<file path="config.mk">
export PLATFORM = sky130hd
export DESIGN_NAME = enc_8b10b
export DESIGN_NICKNAME = d
export VERILOG_FILES = /design/src/rtl/enc_8b10b.sv
export SDC_FILE = /design/constraint.sdc
export NUM_CORES = 1
export LEC_CHECK = 0
export CAP_MARGIN = 15
export CORE_MARGIN = 5
export CORE_UTILIZATION = 55
export DETAILED_ROUTE_END_ITERATION = 7
export PLACE_DENSITY = 0.95
export SLEW_MARGIN = 20
export SYNTH_ARGS = -nofsm -noshare
export SYNTH_HDL_FRONTEND = slang
export SYNTH_SLANG_ARGS = --single-unit
</file>
<file path="constraint.sdc">
create_clock -name clk_i -period 17.4 [get_ports clk_i]
set_input_delay 2.61 -clock clk_i [delete_from_list [all_inputs] [get_ports clk_i]]
set_output_delay 2.61 -clock clk_i [all_outputs]
set_load 0.02 [all_outputs]
</file>
<file path="src/rtl/enc_8b10b.sv">
// Single-lane 8b/10b encoder with running-disparity tracking.
// One registered 10-bit symbol per valid input byte, 1-cycle latency, bit 0 = first on wire.
module enc_8b10b (
    input  logic       clk_i,
    input  logic       rst_i,
    input  logic [7:0] data_i,
    input  logic       k_i,
    input  logic       valid_i,
    output logic [9:0] symbol_o,
    output logic       symbol_valid_o,
    output logic       rd_o,
    output logic       code_err_o
);

    localparam int unsigned SYM_W = 10;
    localparam int unsigned X_W   = 5;
    localparam int unsigned Y_W   = 3;
    localparam int unsigned C6_W  = 6;
    localparam int unsigned C4_W  = 4;

    // 5b/6b code as seen from RD-, packed {a,b,c,d,e,i} with a in the MSB
    function automatic logic [C6_W-1:0] f_6b_neg(input logic [X_W-1:0] x);
        logic [C6_W-1:0] c;
        c = 6'b000000;
        case (x)
            5'd0:  c = 6'b100111;
            5'd1:  c = 6'b011101;
            5'd2:  c = 6'b101101;
            5'd3:  c = 6'b110001;
            5'd4:  c = 6'b110101;
            5'd5:  c = 6'b101001;
            5'd6:  c = 6'b011001;
            5'd7:  c = 6'b111000;
            5'd8:  c = 6'b111001;
            5'd9:  c = 6'b100101;
            5'd10: c = 6'b010101;
            5'd11: c = 6'b110100;
            5'd12: c = 6'b001101;
            5'd13: c = 6'b101100;
            5'd14: c = 6'b011100;
            5'd15: c = 6'b010111;
            5'd16: c = 6'b011011;
            5'd17: c = 6'b100011;
            5'd18: c = 6'b010011;
            5'd19: c = 6'b110010;
            5'd20: c = 6'b001011;
            5'd21: c = 6'b101010;
            5'd22: c = 6'b011010;
            5'd23: c = 6'b111010;
            5'd24: c = 6'b110011;
            5'd25: c = 6'b100110;
            5'd26: c = 6'b010110;
            5'd27: c = 6'b110110;
            5'd28: c = 6'b001110;
            5'd29: c = 6'b101110;
            5'd30: c = 6'b011110;
            5'd31: c = 6'b101011;
            default: c = 6'b000000;
        endcase
        return c;
    endfunction

    // 3b/4b data code as seen from RD-, packed {f,g,h,j}; y=7 here is the primary P7
    function automatic logic [C4_W-1:0] f_4b_data_neg(input logic [Y_W-1:0] y);
        logic [C4_W-1:0] c;
        c = 4'b0000;
        case (y)
            3'd0: c = 4'b1011;
            3'd1: c = 4'b1001;
            3'd2: c = 4'b0101;
            3'd3: c = 4'b1100;
            3'd4: c = 4'b1101;
            3'd5: c = 4'b1010;
            3'd6: c = 4'b0110;
            3'd7: c = 4'b1110;
            default: c = 4'b0000;
        endcase
        return c;
    endfunction

    // K28.y 4b code with RD- entering the 4b sub-block; balanced y are inverted vs data
    function automatic logic [C4_W-1:0] f_4b_k28_neg(input logic [Y_W-1:0] y);
        logic [C4_W-1:0] c;
        c = 4'b0000;
        case (y)
            3'd0: c = 4'b1011;
            3'd1: c = 4'b0110;
            3'd2: c = 4'b1010;
            3'd3: c = 4'b1100;
            3'd4: c = 4'b1101;
            3'd5: c = 4'b0101;
            3'd6: c = 4'b1001;
            3'd7: c = 4'b0111;
            default: c = 4'b0000;
        endcase
        return c;
    endfunction

    function automatic logic [2:0] f_ones6(input logic [C6_W-1:0] v);
        return 3'(v[0]) + 3'(v[1]) + 3'(v[2]) + 3'(v[3]) + 3'(v[4]) + 3'(v[5]);
    endfunction

    function automatic logic [2:0] f_ones4(input logic [C4_W-1:0] v);
        return 3'(v[0]) + 3'(v[1]) + 3'(v[2]) + 3'(v[3]);
    endfunction

    logic [X_W-1:0]   w_x;
    logic [Y_W-1:0]   w_y;
    logic             w_k_legal;
    logic             w_k28;
    logic [C6_W-1:0]  w_6b_neg;
    logic             w_6b_unbal;
    logic [C6_W-1:0]  w_6b;
    logic             w_rd_mid;
    logic             w_use_a7;
    logic [C4_W-1:0]  w_4b_neg;
    logic             w_4b_unbal;
    logic [C4_W-1:0]  w_4b;
    logic             w_rd_next;
    logic [SYM_W-1:0] w_symbol;
    logic             w_code_err;

    logic [SYM_W-1:0] r_symbol;
    logic             r_symbol_valid;
    logic             r_rd;
    logic             r_code_err;

    // Next-symbol and next-RD computation from the current RD
    always_comb begin
        w_x        = data_i[4:0];
        w_y        = data_i[7:5];
        w_k_legal  = 1'b0;
        w_k28      = 1'b0;
        w_6b_neg   = 6'b000000;
        w_6b_unbal = 1'b0;
        w_6b       = 6'b000000;
        w_rd_mid   = r_rd;
        w_use_a7   = 1'b0;
        w_4b_neg   = 4'b0000;
        w_4b_unbal = 1'b0;
        w_4b       = 4'b0000;
        w_rd_next  = r_rd;
        w_symbol   = '0;
        w_code_err = 1'b0;

        w_k28     = k_i && (w_x == 5'd28);
        w_k_legal = w_k28 || (k_i && (w_y == 3'd7) &&
                    ((w_x == 5'd23) || (w_x == 5'd27) || (w_x == 5'd29) || (w_x == 5'd30)));
        w_code_err = k_i && !w_k_legal;

        w_6b_neg   = w_k28 ? 6'b001111 : f_6b_neg(w_x);
        w_6b_unbal = (f_ones6(w_6b_neg) != 3'd3);
        // D.7 is balanced but still has distinct RD+/RD- forms
        w_6b       = (r_rd && (w_6b_unbal || (!w_k28 && w_x == 5'd7))) ? ~w_6b_neg : w_6b_neg;
        w_rd_mid   = r_rd ^ w_6b_unbal;

        w_use_a7 = (w_y == 3'd7) && (w_k_legal ||
                   (!w_rd_mid && ((w_x == 5'd17) || (w_x == 5'd18) || (w_x == 5'd20))) ||
                   ( w_rd_mid && ((w_x == 5'd11) || (w_x == 5'd13) || (w_x == 5'd14))));

        if (w_k28) begin
            w_4b_neg = f_4b_k28_neg(w_y);
        end else if (w_use_a7) begin
            w_4b_neg = 4'b0111;
        end else begin
            w_4b_neg = f_4b_data_neg(w_y);
        end
        w_4b_unbal = (f_ones4(w_4b_neg) != 3'd2);
        w_4b       = (w_rd_mid && (w_4b_unbal || w_k28 || (w_y == 3'd3))) ? ~w_4b_neg : w_4b_neg;
        w_rd_next  = w_rd_mid ^ w_4b_unbal;

        w_symbol = {w_4b[0], w_4b[1], w_4b[2], w_4b[3],
                    w_6b[0], w_6b[1], w_6b[2], w_6b[3], w_6b[4], w_6b[5]};
    end

    // Output registers and running-disparity flop
    always_ff @(posedge clk_i) begin
        if (rst_i) begin
            r_symbol       <= '0;
            r_symbol_valid <= 1'b0;
            r_rd           <= 1'b0;
            r_code_err     <= 1'b0;
        end else if (valid_i) begin
            r_symbol       <= w_symbol;
            r_symbol_valid <= 1'b1;
            r_rd           <= w_rd_next;
            r_code_err     <= w_code_err;
        end else begin
            r_symbol_valid <= 1'b0;
            r_code_err     <= 1'b0;
        end
    end

    assign symbol_o       = r_symbol;
    assign symbol_valid_o = r_symbol_valid;
    assign rd_o           = r_rd;
    assign code_err_o     = r_code_err;

endmodule

</file>
; ---- Word-level counts from Yosys, hierarchy flattened
; Memories as Yosys holds them, arrays and structs flattened.
; Cells that the tools add are included.
[classes]
addsub = 8
eq_ne = 16
muxes = 6
bitwise = 5
reduce_logical = 27
[ops]
columns = op, count
row1 = "5-bit == test, second input constant", 8
row2 = "5-bit by 4-bit == test with 1-bit output, second input constant", 3
row3 = 1-bit logical OR, 13
row4 = 3-bit by 1-bit adder with 3-bit output, 4
row5 = 4-bit 2-to-1 mux, 3
row6 = 6-bit 2-to-1 mux, 2
row7 = 1-bit logical AND, 10
row8 = 2-bit by 1-bit adder with 3-bit output, 2
row9 = "3-bit by 2-bit != test with 1-bit output, second input constant", 2
row10 = 6-bit NOT, 1
row11 = "5-bit by 3-bit == test with 1-bit output, second input constant", 1
row12 = 1-bit by 1-bit adder with 2-bit output, 2
row13 = 4-bit NOT, 1
row14 = "3-bit by 2-bit == test with 1-bit output, second input constant", 1
row15 = "3-bit == test, second input constant", 1
row16 = 1-bit zero test, 3
row17 = 2-bit OR reduction, 1
row18 = 1-bit XOR, 2
row19 = 1-bit 2-to-1 mux, 1
row20 = 1-bit NOT, 1
[totals]
ff_bits = 13
mem_bits_ro = 256
in_bits = 12
out_inout_bits = 13
elab_cells = 69
mem_count = 3
[mem_list]
columns = name, words, word_bits, read_ports, rd_clocked_by_memory_dff, wr, line_no
row1 = (no name shown), 32, 6, 1, 0, 0, 25  ; case (x)
row2 = (no name shown), 8, 4, 1, 0, 0, 85  ; case (y)
row3 = (no name shown), 8, 4, 1, 0, 0, 67  ; case (y)

; ---- Longest topological paths before layout
; Gate-level depths: netlist of the first run.
[logic_depth]
word_depth = 25
mapped_depth = 27
mapped_depth_nobuf = 26

; ---- Least setup slack after synthesis of the first run
; Ideal clock, no wire load.
[synth_path]
path_kind = input port to flip-flop
from = input port data_i[3]
to = register r_symbol[9], in the netlist symbol_o[9]
arrival_ps = 8553
slack_ps = 8766
path_stages = 25
cell_sequence = buf_2 buf_2 o21ai_0 mux4_2 nor2_1 fa_1 inv_1 fa_1 ha_1 inv_1 fa_1 nand3b_1 xor2_1 mux2_4 and2_4 o21ai_0 fa_1 ha_1 ha_1 nor3b_1 o31ai_1 o21a_1 clkbuf_1 or4b_1 a41oi_1
[synth_via]
elab_chain_len = 25
[synth_rtl]
columns = item, line_no
row1 = start: declaration, 6  ; input logic [7:0] data_i,
row2 = "parallel branches: the longest is 24 deep, another holds memory 32 x 6 bit", -
row3 = 4-bit 2-to-1 mux *, 169  ; w_4b = (w_rd_mid && (w_4b_unbal || w_k28 || (w_y == 3'd3))) ? ~w_4b_neg : w_4b_neg;
row4 = end signal: assignment, 184  ; r_symbol <= w_symbol;
row5 = end: declaration, 123  ; logic [SYM_W-1:0] r_symbol;
; Mark *: on every way between the ends.
; A chain may end at the register's enable or synchronous reset.

; ---- Final worst setup path of the first run
; Ends and elaborated chain as after synthesis.

==> results.sh, run 1 <==
export IMPL_status="completed"
export IMPL_rsz0062_at_grt="no"
export IMPL_wl_um=2920
export IMPL_r2r_slack_ns=13.62
export IMPL_post_cts_resized=0
export IMPL_dr_pass1_iters=5
export IMPL_hold_viol=0
export IMPL_netlist_area_um2=1390
export IMPL_hold_slack_ns=0.489
export IMPL_grt_max_degree=23
export IMPL_async_flop_share_pct=0
export IMPL_worst_setup_path_type="in -> reg"
export IMPL_grt_overflow=0
export IMPL_synth_seq_cells=13
export IMPL_required_ns=17.59
export IMPL_synth_top_family_by_area="simple AND/OR/NAND/NOR gates"
export IMPL_p_per_area_nw_per_um2=93.6
export IMPL_die_w_um=60.3
export IMPL_area_delta_synth_final_pct=17.3
export IMPL_gp_congestion=0.888
export IMPL_synth_avg_cell_area_um2=8.37
export IMPL_hpwl_um=2390
export IMPL_die_h_um=60.3
export IMPL_cpPeakStageDelay_ns=0.97
export IMPL_layout_drive_gt1_share_pct=4.42
export IMPL_clk_pin_slew_ns=0.07
export IMPL_synth_edf_count=0
export IMPL_core_area_um2=2450
export IMPL_synth_xor_area_share_pct=8.19
export IMPL_synthMuxAreaShare_pct=10.7
export IMPL_groute_usage_overall_pct=17.9
export IMPL_cts_path_max_buffers=2
export IMPL_fmax_ghz=0.105
export IMPL_root_buffer="clkbuf_4"
export IMPL_arrival_ns=9.69
export IMPL_crit_start="data_i[3]"
export IMPL_crit_chain="clkdlybuf4s50_1, and4_1, and2_1, nor2_1, fa_1, inv_1, fa_1, ha_1, inv_1, fa_1, nand3b_1, xor2_1, mux2_4, and2_4, o21ai_0, fa_1, ha_1, ha_1, nor3b_1, o31ai_1, o21a_1, or4b_1, a41oi_1"
export IMPL_final_cell_mix="clkdlybuf4s50_1 (24), nor2_1 (20), dfxtp_1 (13)"
export IMPL_final_common_cell="clkdlybuf4s50_1"
export IMPL_synth_compound_area_share_pct=19.0
export IMPL_endpoint_kind="register"
export IMPL_yosysSeqAreaShare_pct=18.7
export IMPL_cts_setup_buffers=0
export IMPL_path_max_fanout=22
export IMPL_routed_via_density=5.81
export IMPL_r2r_start="rd_o$_SDFFE_PP0P_"
export IMPL_cts_num_sinks=13
export IMPL_setup_viol=0
export IMPL_port_buffer_count=24
export IMPL_setup_tns_ns=0
export IMPL_fp_row_count=18
export IMPL_initial_utilization_pct=56.6
export IMPL_final_antenna_net_count=0
export IMPL_multi_input_area_um2=1030
export IMPL_num_vias=1226
export IMPL_min_period_ns=9.49
export IMPL_initialDrtViolationCount=52
export IMPL_max_cap_viol_count=0
export IMPL_numCtsBuffers=3
export IMPL_crit_top_cell="fa_1"
export IMPL_htreeDepth=1
export IMPL_yosysWarnings=0
export IMPL_clk_latency_ns=0.27
export IMPL_hold_path_class="reg -> reg"
export IMPL_crit_slowest_cell="clkdlybuf4s50_1"
export IMPL_r2r_end="symbol_o[9]$_SDFFE_PP0P_"
export IMPL_diodes=0
export IMPL_grt_pass1_vias=1205
export IMPL_drv_slew=0
export IMPL_tightest_slew_ns=0.765
export IMPL_ir_worst_vdd_mv=0.0600
export IMPL_synth_fa_ha_area_share_pct=17.1
export IMPL_cts_tree="built"
export IMPL_nFillCells=208
export IMPL_cts_hold_buf=0
export IMPL_clock_skew_final_ns=0.00144
export IMPL_register_area_um2=260
export IMPL_antenna_found_initial=0
export IMPL_die_area_um2=3630
export IMPL_synthCells=166
export IMPL_hold_depth=2
export IMPL_routedWlPerCell_um=13.8
export IMPL_hp_start="symbol_o[5]$_SDFFE_PP0P_"
export IMPL_holdPathEnd="symbol_o[5]$_SDFFE_PP0P_"
export IMPL_finalPower_uw=153
export IMPL_worst_r2r_path_depth=12
export IMPL_ys_types=47
export IMPL_critPathLaunchType="input port"
export IMPL_synthSimpleGateAreaFrac_pct=19.3
export IMPL_drc=0
export IMPL_p_leak_nw=0.657
export IMPL_io_pins=25
export IMPL_synth_ff_type="dfxtp_1"
export IMPL_fin_crit_sh_pct=54.6
export IMPL_synthesis_nets=193
export IMPL_max_slew_margin_pct=48.8
export IMPL_final_nets=209
export IMPL_grt_pass1_wl_um=5100
[area by class of cell]
type / instances / share of cell area (%)
Tap cell: 30 / 2.30
Inverter: 9 / 2.07
Multi-Input combinational cell: 131 / 63.3
Timing Repair Buffer: 24 / 14.7
Clock buffer: 4 / 1.61
Sequential cell: 13 / 16.0
[Yosys cell counts, drive strengths merged (5+ instances only)]
library cell	instances	area (um^2)
nand2	8	30.0
clkbuf	8	30.0
o21ai	7	35.0
dfxtp	13	260
mux2i	10	100
nor2	21	81.3
inv	9	33.8
buf	5	33.8
ha	11	138
xor2	7	61.3
a211oi	6	45.0
xnor2	6	52.6
[metal layers]
metal / global-route usage [%] / wire [um]
met4: 6.33 / 34
met1: 20.2 / 1210
met3: 1.73 / 168
met2: 34.1 / 1500
met5: 0 / 0
[power by group]
group / switching, mW / internal (mW)
sequential: 0.00423 / 0.0370
clock: 0.00884 / 0.00889
combinational: 0.0498 / 0.0439
[worst max-delay path by stage]
stage                                     endpoint  depth (start not counted)
after floorplan           symbol_o[9]$_SDFFE_PP0P_                         25
after global placement    symbol_o[9]$_SDFFE_PP0P_                         23
after global routing      symbol_o[9]$_SDFFE_PP0P_                         24
final                     symbol_o[9]$_SDFFE_PP0P_                         23
after detailed placement  symbol_o[9]$_SDFFE_PP0P_                         23
after CTS                 symbol_o[9]$_SDFFE_PP0P_                         23
[worst max-delay path, delay by kind of cell]
kind	cells	cell delay, ns
buf+inv	3	1.08
fa+ha+maj	7	2.50
compound gates	4	0.85
xor+xnor	1	0.28
mux	1	0.34
simple gates	7	2.01
[flip-flops by register name, summed over array words and instances (netlist names)]
| name | cells |
|---|---|
| code_err_o | 1 |
| symbol_valid_o | 1 |
| rd_o | 1 |
| symbol_o | 10 |
[kinds of logic after synthesis]
kind of cell,count (synthesis)
flip-flops,13
AO/OA/AOI/OAI,36
XOR/XNOR,13
buffers and inverters,22
adder cells (fa/ha/maj),17
multiplexers,13
AND/OR/NAND/NOR,52
[stage by stage]
stage          setup WS, ns  std cells  utilization, %  area [um^2]
2_1_floorplan          8.77        166               -         1390
3_3_place_gp           7.89        207            65.3         1600
3_5_place_dp           7.59        207            65.3         1600
4_1_cts                7.88        211            66.4         1630
5_1_grt                7.48        211            66.4         1630
6_report               7.91        211            66.4         1630
Power figures use the tool's default switching activity.
==> inputs of run 2 (changes only) <==
--- a/config.mk
+++ b/config.mk
@@ -7,9 +7,9 @@
 export LEC_CHECK = 0
 export CAP_MARGIN = 15
 export CORE_MARGIN = 5
-export CORE_UTILIZATION = 55
+export CORE_UTILIZATION = 53
 export DETAILED_ROUTE_END_ITERATION = 7
-export PLACE_DENSITY = 0.95
+export PLACE_DENSITY = 0.92
 export SLEW_MARGIN = 20
 export SYNTH_ARGS = -nofsm -noshare
 export SYNTH_HDL_FRONTEND = slang
==> constraint.sdc (replaced) <==
create_clock -name clk_i -period 9.1 [get_ports clk_i]
set_input_delay 1.365 -clock clk_i [delete_from_list [all_inputs] [get_ports clk_i]]
set_output_delay 1.365 -clock clk_i [all_outputs]
set_load 0.02 [all_outputs]
==> run 2 against run 1 <==
Worst hold slack worse by 0.0060 ns. Sequential share of layout area fell by 0.073 points. Setup slack worse by 7.0 ns. Clock skew grew 0.0012 ns. First-iteration DRC count is 31% lower. Sequential cell count is the same. Critical path type unchanged. Largest power group unchanged. Cell area increased by 0.46%. Total power up 94%. Sequential power is 92% higher. Count of clock-buffer cells in the layout stayed put. Critical endpoint unchanged.
==> results.sh, run 2 (same netlist as run 1, synthesis figures left out) <==
export IMPL_crit_chain="clkdlybuf4s50_1, and4_1, and2_1, nor2_1, fa_1, inv_1, fa_1, ha_1, inv_1, fa_1, nand3b_1, xor2_1, mux2_4, and2_4, o21ai_0, fa_1, ha_1, ha_1, nor3b_1, o31ai_1, o21a_1, or4b_1, a41oi_1"
export IMPL_hold_path_class="reg -> reg"
export IMPL_ir_worst_vdd_mv=0.139
export IMPL_final_cell_count_no_fill=212
export IMPL_setup_slack_ns=0.861
export IMPL_finalPower_uw=296
export IMPL_tightest_slew_ns=0.767
export IMPL_routedWlPerCell_um=14.0
export IMPL_drc=0
export IMPL_max_slew_margin_pct=48.7
export IMPL_largest_register_ffs=10
export IMPL_cpPeakStageDelay_ns=0.97
export IMPL_postLayoutCellArea_um2=1640
export IMPL_fin_crit_sh_pct=90.5
export IMPL_antenna_found_initial=0
export IMPL_fp_row_count=18
export IMPL_placed_cells=208
export IMPL_cts_path_max_buffers=2
export IMPL_grtUsageMet1_pct=20.1
export IMPL_holdPathEnd="symbol_o[5]$_SDFFE_PP0P_"
export IMPL_critPathLaunchType="input port"
export IMPL_p_per_area_nw_per_um2=181
export IMPL_setup_viol=0
export IMPL_arrival_ns=8.44
export IMPL_final_common_cell="clkdlybuf4s50_1"
export IMPL_r2r_end="symbol_o[9]$_SDFFE_PP0P_"
export IMPL_crit_buf_inv=3
export IMPL_numCtsBuffers=3
export IMPL_diodes=0
export IMPL_status="completed"
export IMPL_worst_setup_path_type="in -> reg"
export IMPL_hold_slack_ns=0.483
export IMPL_min_period_ns=8.24
export IMPL_grt_overflow=0
export IMPL_required_ns=9.30
export IMPL_critical_path_top_delay_family="adder cells"
export IMPL_die_w_um=61.2
export IMPL_port_buffer_count=24
export IMPL_die_area_um2=3750
export IMPL_cts_hold_buf=0
export IMPL_crit_top_cell="fa_1"
export IMPL_crit_slowest_cell="clkdlybuf4s50_1"
export IMPL_area_delta_synth_final_pct=17.8
export IMPL_io_pins=25
export IMPL_final_cell_mix="clkdlybuf4s50_1 (24), nor2_1 (20), dfxtp_1 (13)"
export IMPL_final_nets=210
export IMPL_clock_skew_final_ns=0.00261
export IMPL_grt_most_used_layer="met2"
export IMPL_hpwl_um=2360
export IMPL_initial_utilization_pct=55.6
export IMPL_drv_slew=0
export IMPL_rsz0062_at_grt="no"
export IMPL_use_met2_pct=32.0
export IMPL_die_h_um=61.2
export IMPL_root_buffer="clkbuf_4"
export IMPL_num_vias=1252
export IMPL_clk_pin_slew_ns=0.08
export IMPL_dr_pass1_iters=4
export IMPL_cts_num_sinks=13
export IMPL_cts_setup_buffers=0
export IMPL_routed_via_density=5.91
export IMPL_grt_max_degree=23
export IMPL_r2r_start="rd_o$_SDFFE_PP0P_"
export IMPL_setup_tns_ns=0
export IMPL_hp_start="symbol_o[5]$_SDFFE_PP0P_"
export IMPL_place_worst_setup_slack_ns=0.534
export IMPL_htreeDepth=1
export IMPL_worst_r2r_path_depth=12
export IMPL_grt_util_met3_pct=2.10
export IMPL_initialDrtViolationCount=36
export IMPL_cts_tree="built"
export IMPL_grt_pass1_wl_um=5040
export IMPL_final_antenna_net_count=0
export IMPL_r2r_slack_ns=5.33
export IMPL_nFillCells=206
export IMPL_path_max_fanout=22
export IMPL_layout_drive_gt1_share_pct=4.95
export IMPL_clk_latency_ns=0.28
export IMPL_gp_congestion=0.908
export IMPL_grt_pass1_vias=1173
export IMPL_fin_util_pct=65.5
export IMPL_endpoint_kind="register"
export IMPL_p_leak_nw=0.662
export IMPL_fmax_ghz=0.121
export IMPL_hold_viol=0
export IMPL_hold_depth=2
export IMPL_core_area_um2=2500
export IMPL_post_cts_resized=0
export IMPL_groute_usage_overall_pct=17.7
export IMPL_wl_um=2970
export IMPL_max_cap_viol_count=0
export IMPL_dpl_cell_area_um2=1610
-- run 2: power by group --
part | leakage, nW | switching (mW) | internal (mW)
clock network | 0.0150 | 0.0191 | 0.0171
logic | 0.540 | 0.0955 | 0.0851
registers | 0.108 | 0.00869 | 0.0708
-- run 2: final cells by class --
cell class                      instances  area, um^2  area share (%)
Inverter                                9        33.8            2.06
Multi-Input combinational cell        131        1030            63.0
Timing Repair Buffer                   25         248            15.1
Clock buffer                            4        26.3            1.60
Tap cell                               30        37.5            2.29
Sequential cell                        13         260            15.9
-- run 2: worst max path at each step --
stage / from / end / slack [ns] / depth (start not counted)
global placement: data_i[3] / symbol_o[9]$_SDFFE_PP0P_ / 0.80 / 23
detailed placement: data_i[3] / symbol_o[9]$_SDFFE_PP0P_ / 0.53 / 24
floorplan: data_i[3] / symbol_o[9]$_SDFFE_PP0P_ / 1.71 / 25
global route: data_i[3] / symbol_o[9]$_SDFFE_PP0P_ / 0.44 / 23
finish: data_i[3] / symbol_o[9]$_SDFFE_PP0P_ / 0.86 / 23
CTS: data_i[3] / symbol_o[9]$_SDFFE_PP0P_ / 0.83 / 24
-- run 2: worst reg2reg max path: stages, from the launching register on --
cell and delay (ns):
dfxtp_1 0.41, xor2_1 0.27, mux2_4 0.33, and2_4 0.14, o21ai_0 0.26, fa_1 0.46
ha_1 0.20, ha_1 0.26, nor3b_1 0.27, o31ai_1 0.13, o21a_1 0.28, or4b_1 0.49
a41oi_1 0.19
-- run 2: metal layers --
metal	wire length, um	share of wire [%]	vias to the layer above
li1	-	-	617
met1	1280	43	595
met2	1510	51	35
met3	122	4.1	5
met4	50	1.7	0
met5	0	0	-
==> inputs of run 3 (changes only) <==
--- a/config.mk
+++ b/config.mk
@@ -5,7 +5,7 @@
 export SDC_FILE = /design/constraint.sdc
 export NUM_CORES = 1
 export LEC_CHECK = 0
-export CAP_MARGIN = 15
+export CAP_MARGIN = 20
 export CORE_MARGIN = 5
 export CORE_UTILIZATION = 53
 export DETAILED_ROUTE_END_ITERATION = 7
@@ -14,3 +14,4 @@
 export SYNTH_ARGS = -nofsm -noshare
 export SYNTH_HDL_FRONTEND = slang
 export SYNTH_SLANG_ARGS = --single-unit
+export TNS_END_PERCENT = 100
==> results of run 3 <==
Same layout as run 2: the final DEF is identical, and so are final timing and power.
